**src/rtl/instr_fetch_pkg.sv**
```systemverilog
// Shared definitions for the instruction fetch unit: FSM state encoding,
// the 32-bit instruction base-field marker and the PC increment.
package instr_fetch_pkg;

  typedef enum logic [1:0] {
    ST_IDLE = 2'd0,  // nothing outstanding
    ST_REQ  = 2'd1,  // imem_req high, awaiting ack
    ST_WAIT = 2'd2,  // ack seen, awaiting rvalid
    ST_DROP = 2'd3   // awaiting rvalid whose data is discarded
  } fetch_state_e;

  localparam logic [1:0]  INSTR_BASE_32 = 2'b11;
  localparam int unsigned PC_STEP       = 4;

endpackage

```
**src/rtl/instr_fetch_fifo.sv**
```systemverilog
// fetch_fifo: small synchronous FIFO holding fetched {instr, pc} entries.
// Ports:
//   clk, rst        clock, asynchronous active-high reset
//   push_i/data_i   write an entry (accepted when full only if popping too)
//   pop_i           drop the head entry (ignored when empty)
//   flush_i         empty the FIFO; wins over push and pop
//   head_o          head entry, read straight from the storage registers
//   full_o/empty_o  occupancy flags
//   count_o         number of valid entries
module fetch_fifo #(
  parameter int unsigned WIDTH = 64,
  parameter int unsigned DEPTH = 2,
  localparam int unsigned CNT_W = $clog2(DEPTH) + 1
) (
  input  logic             clk,
  input  logic             rst,
  input  logic             push_i,
  input  logic [WIDTH-1:0] data_i,
  input  logic             pop_i,
  input  logic             flush_i,
  output logic [WIDTH-1:0] head_o,
  output logic             full_o,
  output logic             empty_o,
  output logic [CNT_W-1:0] count_o
);

  localparam int unsigned PTR_W = $clog2(DEPTH);

  logic [WIDTH-1:0] mem_q [DEPTH];
  logic [PTR_W-1:0] wr_ptr_q;
  logic [PTR_W-1:0] rd_ptr_q;
  logic [CNT_W-1:0] count_q;
  logic             do_push;
  logic             do_pop;

  assign full_o  = (count_q == CNT_W'(DEPTH));
  assign empty_o = (count_q == '0);
  assign count_o = count_q;
  assign head_o  = mem_q[rd_ptr_q];

  // A full FIFO still accepts a push when the head leaves in the same cycle.
  assign do_pop  = pop_i && !empty_o;
  assign do_push = push_i && (!full_o || do_pop);

  // Storage is reset so the head reads as zero out of reset.
  always_ff @(posedge clk or posedge rst) begin
    if (rst) begin
      mem_q    <= '{default: '0};
      wr_ptr_q <= '0;
      rd_ptr_q <= '0;
      count_q  <= '0;
    end else if (flush_i) begin
      wr_ptr_q <= '0;
      rd_ptr_q <= '0;
      count_q  <= '0;
    end else begin
      if (do_push) begin
        mem_q[wr_ptr_q] <= data_i;
        wr_ptr_q        <= wr_ptr_q + PTR_W'(1);
      end
      if (do_pop) begin
        rd_ptr_q <= rd_ptr_q + PTR_W'(1);
      end
      count_q <= count_q + CNT_W'(do_push) - CNT_W'(do_pop);
    end
  end

endmodule

```
**src/rtl/instr_fetch.sv**
```systemverilog
// instr_fetch: single-outstanding instruction fetcher feeding a decode stage
// through a small buffer (fetch_fifo).
// Ports:
//   clk, rst                      clock, asynchronous active-high reset
//   imem_req/imem_addr            fetch request and word-aligned address
//   imem_ack                      memory accepted the request
//   imem_rvalid/imem_rdata        read response (at least one cycle after ack)
//   redirect/redirect_pc          flush and restart fetch at redirect_pc
//   out_valid/out_ready           handshake to decode
//   out_instr/out_pc/out_illegal  buffered instruction, its PC, base-field flag
// Build option: define FETCH_ILLEGAL_CHECK_EN to store and present the
// per-entry illegal flag; otherwise out_illegal is tied low.
module instr_fetch
  import instr_fetch_pkg::*;
#(
  parameter int unsigned           ADDR_SIZE  = 32,
  parameter int unsigned           WORD_SIZE  = 32,
  parameter logic [ADDR_SIZE-1:0]  RESET_PC   = ADDR_SIZE'(32'h0000_0000),
  parameter int unsigned           FIFO_DEPTH = 2
) (
  input  logic                 clk,
  input  logic                 rst,
  output logic                 imem_req,
  output logic [ADDR_SIZE-1:0] imem_addr,
  input  logic                 imem_ack,
  input  logic                 imem_rvalid,
  input  logic [WORD_SIZE-1:0] imem_rdata,
  input  logic                 redirect,
  input  logic [ADDR_SIZE-1:0] redirect_pc,
  output logic                 out_valid,
  input  logic                 out_ready,
  output logic [WORD_SIZE-1:0] out_instr,
  output logic [ADDR_SIZE-1:0] out_pc,
  output logic                 out_illegal
);

  localparam int unsigned CNT_W = $clog2(FIFO_DEPTH) + 1;
`ifdef FETCH_ILLEGAL_CHECK_EN
  localparam int unsigned ENTRY_W = WORD_SIZE + ADDR_SIZE + 1;
`else
  localparam int unsigned ENTRY_W = WORD_SIZE + ADDR_SIZE;
`endif
  localparam logic [ADDR_SIZE-1:0] ALIGN_MASK  = ~ADDR_SIZE'(3);
  localparam logic [ADDR_SIZE-1:0] RESET_PC_AL = RESET_PC & ALIGN_MASK;

  fetch_state_e         state_q, state_d;
  logic [ADDR_SIZE-1:0] fetch_pc_q, fetch_pc_d;
  logic [ADDR_SIZE-1:0] inflight_pc_q, inflight_pc_d;
  logic                 imem_req_q;

  logic                 fifo_push;
  logic                 fifo_pop;
  logic                 fifo_full;
  logic                 fifo_empty;
  logic [CNT_W-1:0]     fifo_count;
  logic [ENTRY_W-1:0]   fifo_wdata;
  logic [ENTRY_W-1:0]   fifo_head;
  logic                 slot_left;

  assign fifo_pop  = out_ready && !fifo_empty;
  assign out_valid = !fifo_empty;
  assign imem_req  = imem_req_q;
  assign imem_addr = fetch_pc_q;

  // In WAIT the FIFO holds at most DEPTH-1 entries (the reserved slot), so
  // after this push a slot is still free unless that was the last one.
  assign slot_left = fifo_pop || (fifo_count < CNT_W'(FIFO_DEPTH - 1));

`ifdef FETCH_ILLEGAL_CHECK_EN
  assign fifo_wdata = {(imem_rdata[1:0] != INSTR_BASE_32), imem_rdata, inflight_pc_q};
  assign {out_illegal, out_instr, out_pc} = fifo_head;
`else
  assign fifo_wdata = {imem_rdata, inflight_pc_q};
  assign {out_instr, out_pc} = fifo_head;
  assign out_illegal = 1'b0;
`endif

  // Next-state logic; redirect overrides pushes, acks and the fetch PC.
  always_comb begin
    state_d       = state_q;
    fetch_pc_d    = fetch_pc_q;
    inflight_pc_d = inflight_pc_q;
    fifo_push     = 1'b0;
    case (state_q)
      ST_IDLE: begin
        if (redirect || !fifo_full) state_d = ST_REQ;
      end
      ST_REQ: begin
        if (imem_ack) begin
          fetch_pc_d    = fetch_pc_q + ADDR_SIZE'(PC_STEP);
          inflight_pc_d = fetch_pc_q;
          state_d       = redirect ? ST_DROP : ST_WAIT;
        end
      end
      ST_WAIT: begin
        // A response arriving with the redirect is consumed and discarded.
        if (redirect) begin
          state_d = imem_rvalid ? ST_REQ : ST_DROP;
        end else if (imem_rvalid) begin
          fifo_push = 1'b1;
          state_d   = slot_left ? ST_REQ : ST_IDLE;
        end
      end
      ST_DROP: begin
        if (imem_rvalid) state_d = ST_REQ;
      end
      default: state_d = ST_IDLE;
    endcase
    if (redirect) fetch_pc_d = redirect_pc & ALIGN_MASK;
  end

  // State and address registers.
  always_ff @(posedge clk or posedge rst) begin
    if (rst) begin
      state_q       <= ST_IDLE;
      fetch_pc_q    <= RESET_PC_AL;
      inflight_pc_q <= RESET_PC_AL;
      imem_req_q    <= 1'b0;
    end else begin
      state_q       <= state_d;
      fetch_pc_q    <= fetch_pc_d;
      inflight_pc_q <= inflight_pc_d;
      imem_req_q    <= (state_d == ST_REQ);
    end
  end

  fetch_fifo #(
    .WIDTH (ENTRY_W),
    .DEPTH (FIFO_DEPTH)
  ) u_fifo (
    .clk     (clk),
    .rst     (rst),
    .push_i  (fifo_push),
    .data_i  (fifo_wdata),
    .pop_i   (fifo_pop),
    .flush_i (redirect),
    .head_o  (fifo_head),
    .full_o  (fifo_full),
    .empty_o (fifo_empty),
    .count_o (fifo_count)
  );

endmodule
```
**config.mk**
```make
export PLATFORM = sky130hd
export DESIGN_NAME = instr_fetch
export DESIGN_NICKNAME = d
export VERILOG_FILES = /design/src/rtl/instr_fetch_pkg.sv /design/src/rtl/instr_fetch_fifo.sv /design/src/rtl/instr_fetch.sv
export SDC_FILE = /design/constraint.sdc
export NUM_CORES = 1
export LEC_CHECK = 0
export CAP_MARGIN = 25
export CORE_ASPECT_RATIO = 1.25
export CORE_MARGIN = 1
export CORE_UTILIZATION = 52
export DETAILED_ROUTE_END_ITERATION = 8
export GPL_ROUTABILITY_DRIVEN = 0
export HOLD_SLACK_MARGIN = 0.12
export PLACE_DENSITY = 0.83
export SLEW_MARGIN = 20
export SYNTH_ARGS = -nofsm -noshare
export SYNTH_HDL_FRONTEND = slang
export SYNTH_SLANG_ARGS = --single-unit
```
**constraint.sdc**
```tcl
create_clock -name clk -period 7.38 [get_ports clk]
set_clock_uncertainty 0.2 [all_clocks]
set_input_delay 1.107 -clock clk [delete_from_list [all_inputs] [get_ports clk]]
set_output_delay 1.107 -clock clk [all_outputs]
set_load 0.01 [all_outputs]
```
# ---- Yosys cells after proc, flatten, opt, wreduce, memory -nomap -nowiden
# Index checks and enable logic that the tools add are counted.
dict set report totals {
  inputBits 70
  out_inout_bits 99
  regBits 199
  wordCells 70
}
dict set report op_classes {
  n_addsub 5
  n_lt_le_gt_ge 4
  n_reduce_logical 18
  bitwise_logic 3
  eq_ne 5
  muxes 26
}
# cell n
set op_table {}
lappend op_table {{$mux W64} 4}
lappend op_table {{$bwmux W128} 1}
lappend op_table {{$mux W32} 3}
lappend op_table {{$demux W64 S1} 1}
lappend op_table {{$add A32 B3 Y32 const B} 1}
lappend op_table {{$mux W2} 7}
lappend op_table {{$mux W1} 9}
lappend op_table {{$pmux W2 S4} 1}
lappend op_table {{$reduce_bool A2 Y1} 4}
lappend op_table {{$eq A2 B2 Y1 const B} 3}
lappend op_table {{$reduce_and A2 Y1} 3}
lappend op_table {{$eq A2 B1 Y1 const B} 2}
lappend op_table {{$ge A2 B2 Y1 const B} 2}
lappend op_table {{$logic_and A1 B1 Y1} 4}
lappend op_table {{$logic_not A2 Y1} 2}
lappend op_table {{$lt A2 B1 Y1 const B} 2}
lappend op_table {{$not A1 Y2} 2}
lappend op_table {{$logic_or A1 B1 Y1} 3}
lappend op_table {{$add A1 B1 Y1 const B} 2}
lappend op_table {{$add A2 B1 Y2} 1}
lappend op_table {{$logic_not A1 Y1} 2}
lappend op_table {{$sub A2 B1 Y2} 1}
lappend op_table {{$not A1 Y1} 1}

# ---- Depth between registers and ports, before layout
# Gate-level depths: netlist of the first run.
dict set report depth {
  word_depth 9
  mapped_depth 7
  ltp_nobuf 7
}

# ---- Cells and area by module
# From an unflattened synthesis of the first run, not the netlist that was laid out.
dict set report hier_totals {
  cells_unflattened 717
  area_unflattened_um2 9048.7
}
# module seq_area_each_um2 instances cells_per_inst area_per_inst_um2
set by_module_without_submodules {}
lappend by_module_without_submodules {fetch_fifo 3303.2 1 366 5983.2}
lappend by_module_without_submodules {instr_fetch 1576.5 1 351 3065.4}

# ---- Worst setup path after synthesis of the first run
# OpenSTA, ideal clock, no wires.
dict set report synth_timing {
  path_type {input -> register}
  start {in redirect}
  end {reg u_fifo.mem_q[100] (netlist name)}
  t_arrival_ns 2.566
  path_buffers 3
  slack_ns 4.489
  required_time_ns 7.055
  setup_ns 0.125
  stages 7
  cell_sequence {clkbuf_1 > nor2_1 > o2111a_1 > nor2b_1 > clkbuf_1 > buf_2 > mux2_2}
}
dict set report synth_via {
  elab_chain_cells 4
  word_cells_on_any_way 5
  cone_classes {mux: 2; bitwise: 1; reduce/logical: 2}
}
# element line_no
set synth_lines {}
lappend synth_lines {{start, declared} instr_fetch.sv:28} ;# input logic redirect,
lappend synth_lines {{$mux W1} instr_fetch.sv:97} ;# if (redirect) begin
lappend synth_lines {{$mux W1} instr_fetch.sv:84} ;# case (state_q)
lappend synth_lines {{$logic_and A1 B1 Y1} instr_fetch_fifo.sv:43} ;# assign do_push = push_i && (!full_o || do_pop);
lappend synth_lines {{$reduce_and A2 Y1 (no source line) (*)} --}
lappend synth_lines {{end signal, assigned by index} instr_fetch_fifo.sv:58} ;# mem_q[wr_ptr_q] <= data_i;
lappend synth_lines {{end, declared} instr_fetch_fifo.sv:29} ;# logic [WIDTH-1:0] mem_q [DEPTH];
# Mark *: on every way between the ends. The rest lies on a longest branch, timed or not.
# A chain may end at the register's enable or synchronous reset.

# ---- Worst setup path after layout of the first run
dict set report layout_timing {
  start {reg u_fifo.rd_ptr_q}
  end {out out_pc[20]}
}
dict set report layout_via {
  elab_chain_cells 4
}
# element line_no
set layout_lines {}
lappend layout_lines {{start, declared} instr_fetch_fifo.sv:31} ;# logic [PTR_W-1:0] rd_ptr_q;
lappend layout_lines {{start signal, assigned} instr_fetch_fifo.sv:62} ;# rd_ptr_q <= rd_ptr_q + PTR_W'(1);
lappend layout_lines {{$not A1 Y2 (not written as such)} instr_fetch_fifo.sv:39} ;# assign head_o = mem_q[rd_ptr_q];
lappend layout_lines {{$mux W64 (not written as such) (3 in a row)} instr_fetch_fifo.sv:39}
lappend layout_lines {{end, declared} instr_fetch.sv:33} ;# output logic [ADDR_SIZE-1:0] out_pc,
# No other way between the ends. The select of a mux whose other input is x is not followed.

==> impl_metrics.json, run 1 <==
{
  "tightest_slew_ps": 897,
  "r2r_slack_ps": 4610,
  "r2r_cells": 5,
  "criticalPathCategory": "reg -> out",
  "ctsRootBufferMaster": "clkbuf_16",
  "p_int_mw": 2.56,
  "die_area_um2": 17000,
  "slew_headroom": 0.398,
  "floorplan.initialDensity": 0.530,
  "final_cell_mix": "dfrtp_1 (190), mux2_2 (186), clkdlybuf4s50_1 (161)",
  "synth_cells": 705,
  "crit_fanout": 41,
  "portBuffers": 161,
  "row_count": 52,
  "die_x_um": 117,
  "ir_drop_uv": 173,
  "cts.sinks": 191,
  "synth.ff_latch_count": 191,
  "finalCritPeriodShare": 0.544,
  "place_ws_ps": 3260,
  "placed_area_um2": 10300,
  "drt-pass1-iter-count": 4,
  "async_reset_ff_frac": 1.00,
  "grt_start_max_net_pins": 117,
  "whs_path_depth": 1,
  "viasPerCell": 5.50,
  "drtAntennaViolNets": 0,
  "drt_iter0_drc": 296,
  "p_clk_frac": 0.259,
  "final_hold_viol_count": 0,
  "hp-start": "u_fifo.mem_q[23]",
  "p_switching_mw": 1.03,
  "diodes": 0,
  "hold_end": "u_fifo.mem_q[23]",
  "die_y_um": 146,
  "cts.clk_slew.worst_paths_ps": 70,
  "antenna_found_initial": 0,
  "timing.final.ws_setup_ps": 3360,
  "postCtsSetupRepairBufs": 0,
  "seqPwrFrac": 0.410,
  "synth_ff_type": "dfrtp_1",
  "fin_util": 0.678,
  "rsz0062_at_grt": "no",
  "ys_seq_area_frac": 0.557,
  "outcome": "finished clean",
  "clockBufferDepth": 2,
  "grt_pass1_wl_um": 30000,
  "arrival_ps": 2710,
  "worstHoldPathType": "reg -> reg",
  "cts_tree": "yes",
  "grtUsageTotal": 0.230,
  "fin_area_um2": 11000,
  "final-max-slew-violation-count": 0,
  "cts_max_level": 4,
  "synth.distinct_cells": 42,
  "swShare": 0.287,
  "ios": 169,
  "grt-ovfl-total": 0,
  "setup_viol": 0,
  "r2r-end": "u_fifo.mem_q[68]",
  "vias": 5955,
  "clock_latency_ps": 420,
  "cts.repair.resized": 0,
  "synth_edf_count": 0,
  "setup-tns-final_ps": 0,
  "holdBufCountCts": 0,
  "max_freq_ghz": 0.249,
  "leakage_nw": 5.04,
  "synthesis.area_um2": 8590,
  "min_period_ps": 4020,
  "powerDensity_nw_per_um2": 327,
  "coreArea_um2": 16200,
  "syn2layout_area_growth_pct": 28.0,
  "required_ps": 6070,
  "avgSynthCellArea_um2": 12.2,
  "start_kind": "flip-flop",
  "drc": 0,
  "nets": 926,
  "dp_hpwl_um": 12300,
  "end_kind": "primary output",
  "grt_pass1_vias": 6109,
  "pwr-share-comb": 0.331,
  "layout_commonest_cell": "dfrtp_1",
  "layout-drive-gt1-share": 0.264,
  "cts-buffers-inserted": 17,
  "yosysWarnings": 0,
  "r2r_start": "state_q[0]",
  "maxCapViolations": 0,
  "wl_um": 18700,
  "wl_per_cell_um": 17.3
}
-- per-layer routing --
| layer | GRT usage | vias to the layer above | routed length [um] |
|---|---|---|---|
| met5 | 0 | - | 0 |
| met4 | 0.0804 | 0 | 308 |
| met3 | 0.0500 | 23 | 957 |
| met2 | 0.382 | 182 | 9420 |
| met1 | 0.293 | 2967 | 8020 |
| li1 | - | 2783 | - |
-- cell type report --
cell class                 count  area, um^2
clock buffer                  24         472
clock inverter                 8         130
fill                        1152        5210
inverter                      11        48.8
multi-input combinational    463        3590
sequential                   191        4780
tap                          216         270
timing repair buffer         169        1700
-- power groups by stage --
stage / sequential (mW) / combinational, mW / clock, mW
2_1_floorplan: 1.42 / 0.669 / 0
3_3_place_gp: 1.48 / 1.17 / 0
3_5_place_dp: 1.49 / 1.19 / 0
4_1_cts: 1.47 / 1.20 / 0.951
5_1_grt: 1.51 / 1.28 / 0.990
6_report: 1.47 / 1.19 / 0.932
-- worst max-delay path by stage --
stage                          from                 to  slack [ps]
detailed placement         redirect   u_fifo.mem_q[81]        3260
floorplan                       rst      imem_addr[10]         870
CTS                 u_fifo.rd_ptr_q         out_pc[13]        3310
global route        u_fifo.rd_ptr_q         out_pc[20]        3230
finish              u_fifo.rd_ptr_q         out_pc[20]        3360
global placement           redirect  u_fifo.mem_q[110]        3300
-- logic make-up (layout without fill, tap and decap cells) --
| group | Yosys count | after routing | share of synthesized area |
|---|---|---|---|
| AOI/OAI and AO/OA | 59 | 59 | 0.0434 |
| xor gates and xnor gates | 13 | 13 | 0.0133 |
| adders and majority gates | 3 | 3 | 0.00437 |
| buffers and inverters | 55 | 212 | 0.0281 |
| DFF | 191 | 191 | 0.557 |
| muxes | 187 | 187 | 0.245 |
| other | 1 | 5 | 0.000437 |
| and+or+nand+nor | 196 | 196 | 0.109 |
-- through the flow --
stage          hold WS (ps)  power, mW  std cells
6_report                300       3.59       1082
5_1_grt                 312       3.78       1082
4_1_cts                 302       3.62       1080
3_5_place_dp            288       2.68       1048
3_3_place_gp            281       2.64       1048
2_1_floorplan           258       2.09        709
-- synth_stat cells (all sizes together) (6+ instances only) --
cell type  instances  area [um^2]
a31oi             17          106
and3               6         37.5
buf               14         87.6
clkbuf            30          113
dfrtp            191         4780
inv               10         37.5
mux2             186         2090
nand2            104          390
nand3             18         90.1
nand4              9         56.3
nor2              24         90.1
o21ai             22          110
o31ai             13         97.6
or4               15          113
xnor2              8         70.1
-- sequential cells by signal, indices dropped and copies added (netlist names) --
name	cells
inflight_pc_q	30
imem_req	1
u_fifo.count_o	2
imem_addr	30
u_fifo.rd_ptr_q	1
u_fifo.wr_ptr_q	1
u_fifo.mem_q	124
state_q	2
-- worst max-delay path: stages, from the launching register on --
cell and delay [ps]:
dfrtp_2 740, buf_4 600, mux2_2 400, clkdlybuf4s50_1 530
(Power assumes the default switching activity.)
==> run 2, diff against run 1 <==
==> constraint.sdc (replaced) <==
create_clock -name clk -period 3.98 [get_ports clk]
set_clock_uncertainty 0.2 [all_clocks]
set_input_delay 0.597 -clock clk [delete_from_list [all_inputs] [get_ports clk]]
set_output_delay 0.597 -clock clk [all_outputs]
set_load 0.01 [all_outputs]
==> run 2 against run 1 <==
  * Critical path depth did not move
  * Critical endpoint is now out_instr[2]
  * Routed wire length rose by 0.19%
  * Highest routed layer unchanged
  * Power rose by 87%
  * Register-to-register slack got worse by 3200 ps
  * Non-clock buffer count rose by 7
  * Setup slack got worse by 2600 ps
==> impl_metrics.json, run 2 (synthesis gave the netlist of run 1 again) <==
{
  "outcome": "finished clean",
  "criticalPathCategory": "reg -> out",
  "holdWs_ps": 296,
  "powerDensity_nw_per_um2": 608,
  "grtUsageTotal": 0.231,
  "die_y_um": 146,
  "end_kind": "primary output",
  "regMostFlops": "u_fifo.mem_q",
  "max_freq_ghz": 0.307,
  "slew_headroom": 0.494,
  "fin_util": 0.683,
  "wl_per_cell_um": 17.2,
  "timing.final.ws_setup_ps": 722,
  "cts.clk_slew.worst_paths_ps": 70,
  "layout-drive-gt1-share": 0.275,
  "syn2layout_area_growth_pct": 28.9,
  "viasPerCell": 5.51,
  "place_ws_ps": 953,
  "grt_start_max_net_pins": 77,
  "slowest_delay_ps": 860,
  "holdBufCountCts": 0,
  "required_ps": 3180,
  "die_x_um": 117,
  "diodes": 0,
  "coreArea_um2": 16200,
  "min_period_ps": 3260,
  "final_cells": 1089,
  "grt_pass1_wl_um": 30100,
  "final_hold_viol_count": 0,
  "ctsRootBufferMaster": "clkbuf_16",
  "layout_commonest_cell": "dfrtp_1",
  "drtAntennaViolNets": 0,
  "r2r_slack_ps": 1430,
  "rsz0062_at_grt": "no",
  "setup-tns-final_ps": 0,
  "ios": 169,
  "wl_um": 18700,
  "leakage_nw": 5.10,
  "final-max-slew-violation-count": 0,
  "crit_buf_inv": 2,
  "worst_path_max_delay_cell": "dfrtp_2",
  "start_kind": "flip-flop",
  "antenna_found_initial": 0,
  "clock_latency_ps": 430,
  "dp_cells": 1057,
  "cts_tree": "yes",
  "portBuffers": 161,
  "cts.sinks": 191,
  "dp_hpwl_um": 12800,
  "die_area_um2": 17000,
  "arrival_ps": 2460,
  "floorplan.initialDensity": 0.530,
  "drc": 0,
  "finalCritPeriodShare": 0.819,
  "cts-buffers-inserted": 17,
  "row_count": 52,
  "grt_pass1_vias": 6033,
  "cts_max_level": 4,
  "tightest_slew_ps": 759,
  "grt-ovfl-total": 0,
  "nets": 933,
  "crit_fanout": 27,
  "postCtsSetupRepairBufs": 0,
  "drt-pass1-iter-count": 6,
  "cp_top_family": "flip-flops",
  "cp_cell_sequence": "buf_4 > mux2_2 > clkdlybuf4s50_1",
  "drt_iter0_drc": 304,
  "maxCapViolations": 0,
  "setup_viol": 0,
  "final_cell_mix": "dfrtp_1 (190), mux2_2 (186), clkdlybuf4s50_1 (161)",
  "largest_register_ffs": 124,
  "clockBufferDepth": 2,
  "worstHoldPathType": "reg -> reg",
  "cts.repair.resized": 0,
  "vias": 5999,
  "ir_drop_uv": 313
}
-- run 2: cell types whose count changed in the layout (fill, tap and decap cells not counted), moves of 2 or more --
cell	delta
buf_12	+3
buf_4	+6
clkbuf_1	-4
clkinv_2	+2
clkinv_4	+2
clkinvlp_4	-2
inv_6	+2
-- run 2: worst paths after layout --
path	cells after the start	to	from
hold / removal	2	inflight_pc_q[16]	inflight_pc_q[16]
min in group asynchronous	2	u_fifo.mem_q[43]	rst
hold reg to reg	2	inflight_pc_q[16]	inflight_pc_q[16]
setup reg to reg	4	imem_addr[28]	imem_addr[17]
setup / recovery	3	out_instr[2]	u_fifo.rd_ptr_q
max in group asynchronous	3	u_fifo.mem_q[124]	rst
-- run 2: where the power goes --
part	switching (mW)	internal (mW)	leakage [nW]	total (mW)
sequential	0.352	2.39	2.49	2.74
clock	0.723	1.05	0.308	1.77
combinational	0.867	1.36	2.31	2.22
total	1.94	4.79	5.10	6.73
-- run 2: through the flow --
step / area, um^2 / total power [mW]
floorplan: 8610 / 3.87
global placement: 10400 / 4.94
detailed placement: 10400 / 5.01
CTS: 11100 / 6.80
global route: 11100 / 7.09
finish: 11100 / 6.73
-- run 2: area by class of cell --
class | instances | area (um^2)
timing repair buffer | 176 | 1760
fill | 1184 | 5130
sequential | 191 | 4780
tap | 216 | 270
clock inverter | 11 | 153
clock buffer | 21 | 470
inverter | 11 | 45.0
multi-input combinational | 463 | 3590
-- run 2: worst min-delay path, cell delays in order (launching register included) --
cell and delay [ps]:
dfrtp_1 360, nand2_1 50, nand2_1 50
-- run 2: layer usage --
layer / GRT usage / part of all wire / vias to the layer above
met5: 0 / 0 / -
met1: 0.284 / 0.42 / 2980
met3: 0.0479 / 0.053 / 23
met4: 0.0854 / 0.018 / 0
met2: 0.395 / 0.51 / 196
li1: - / - / 2800
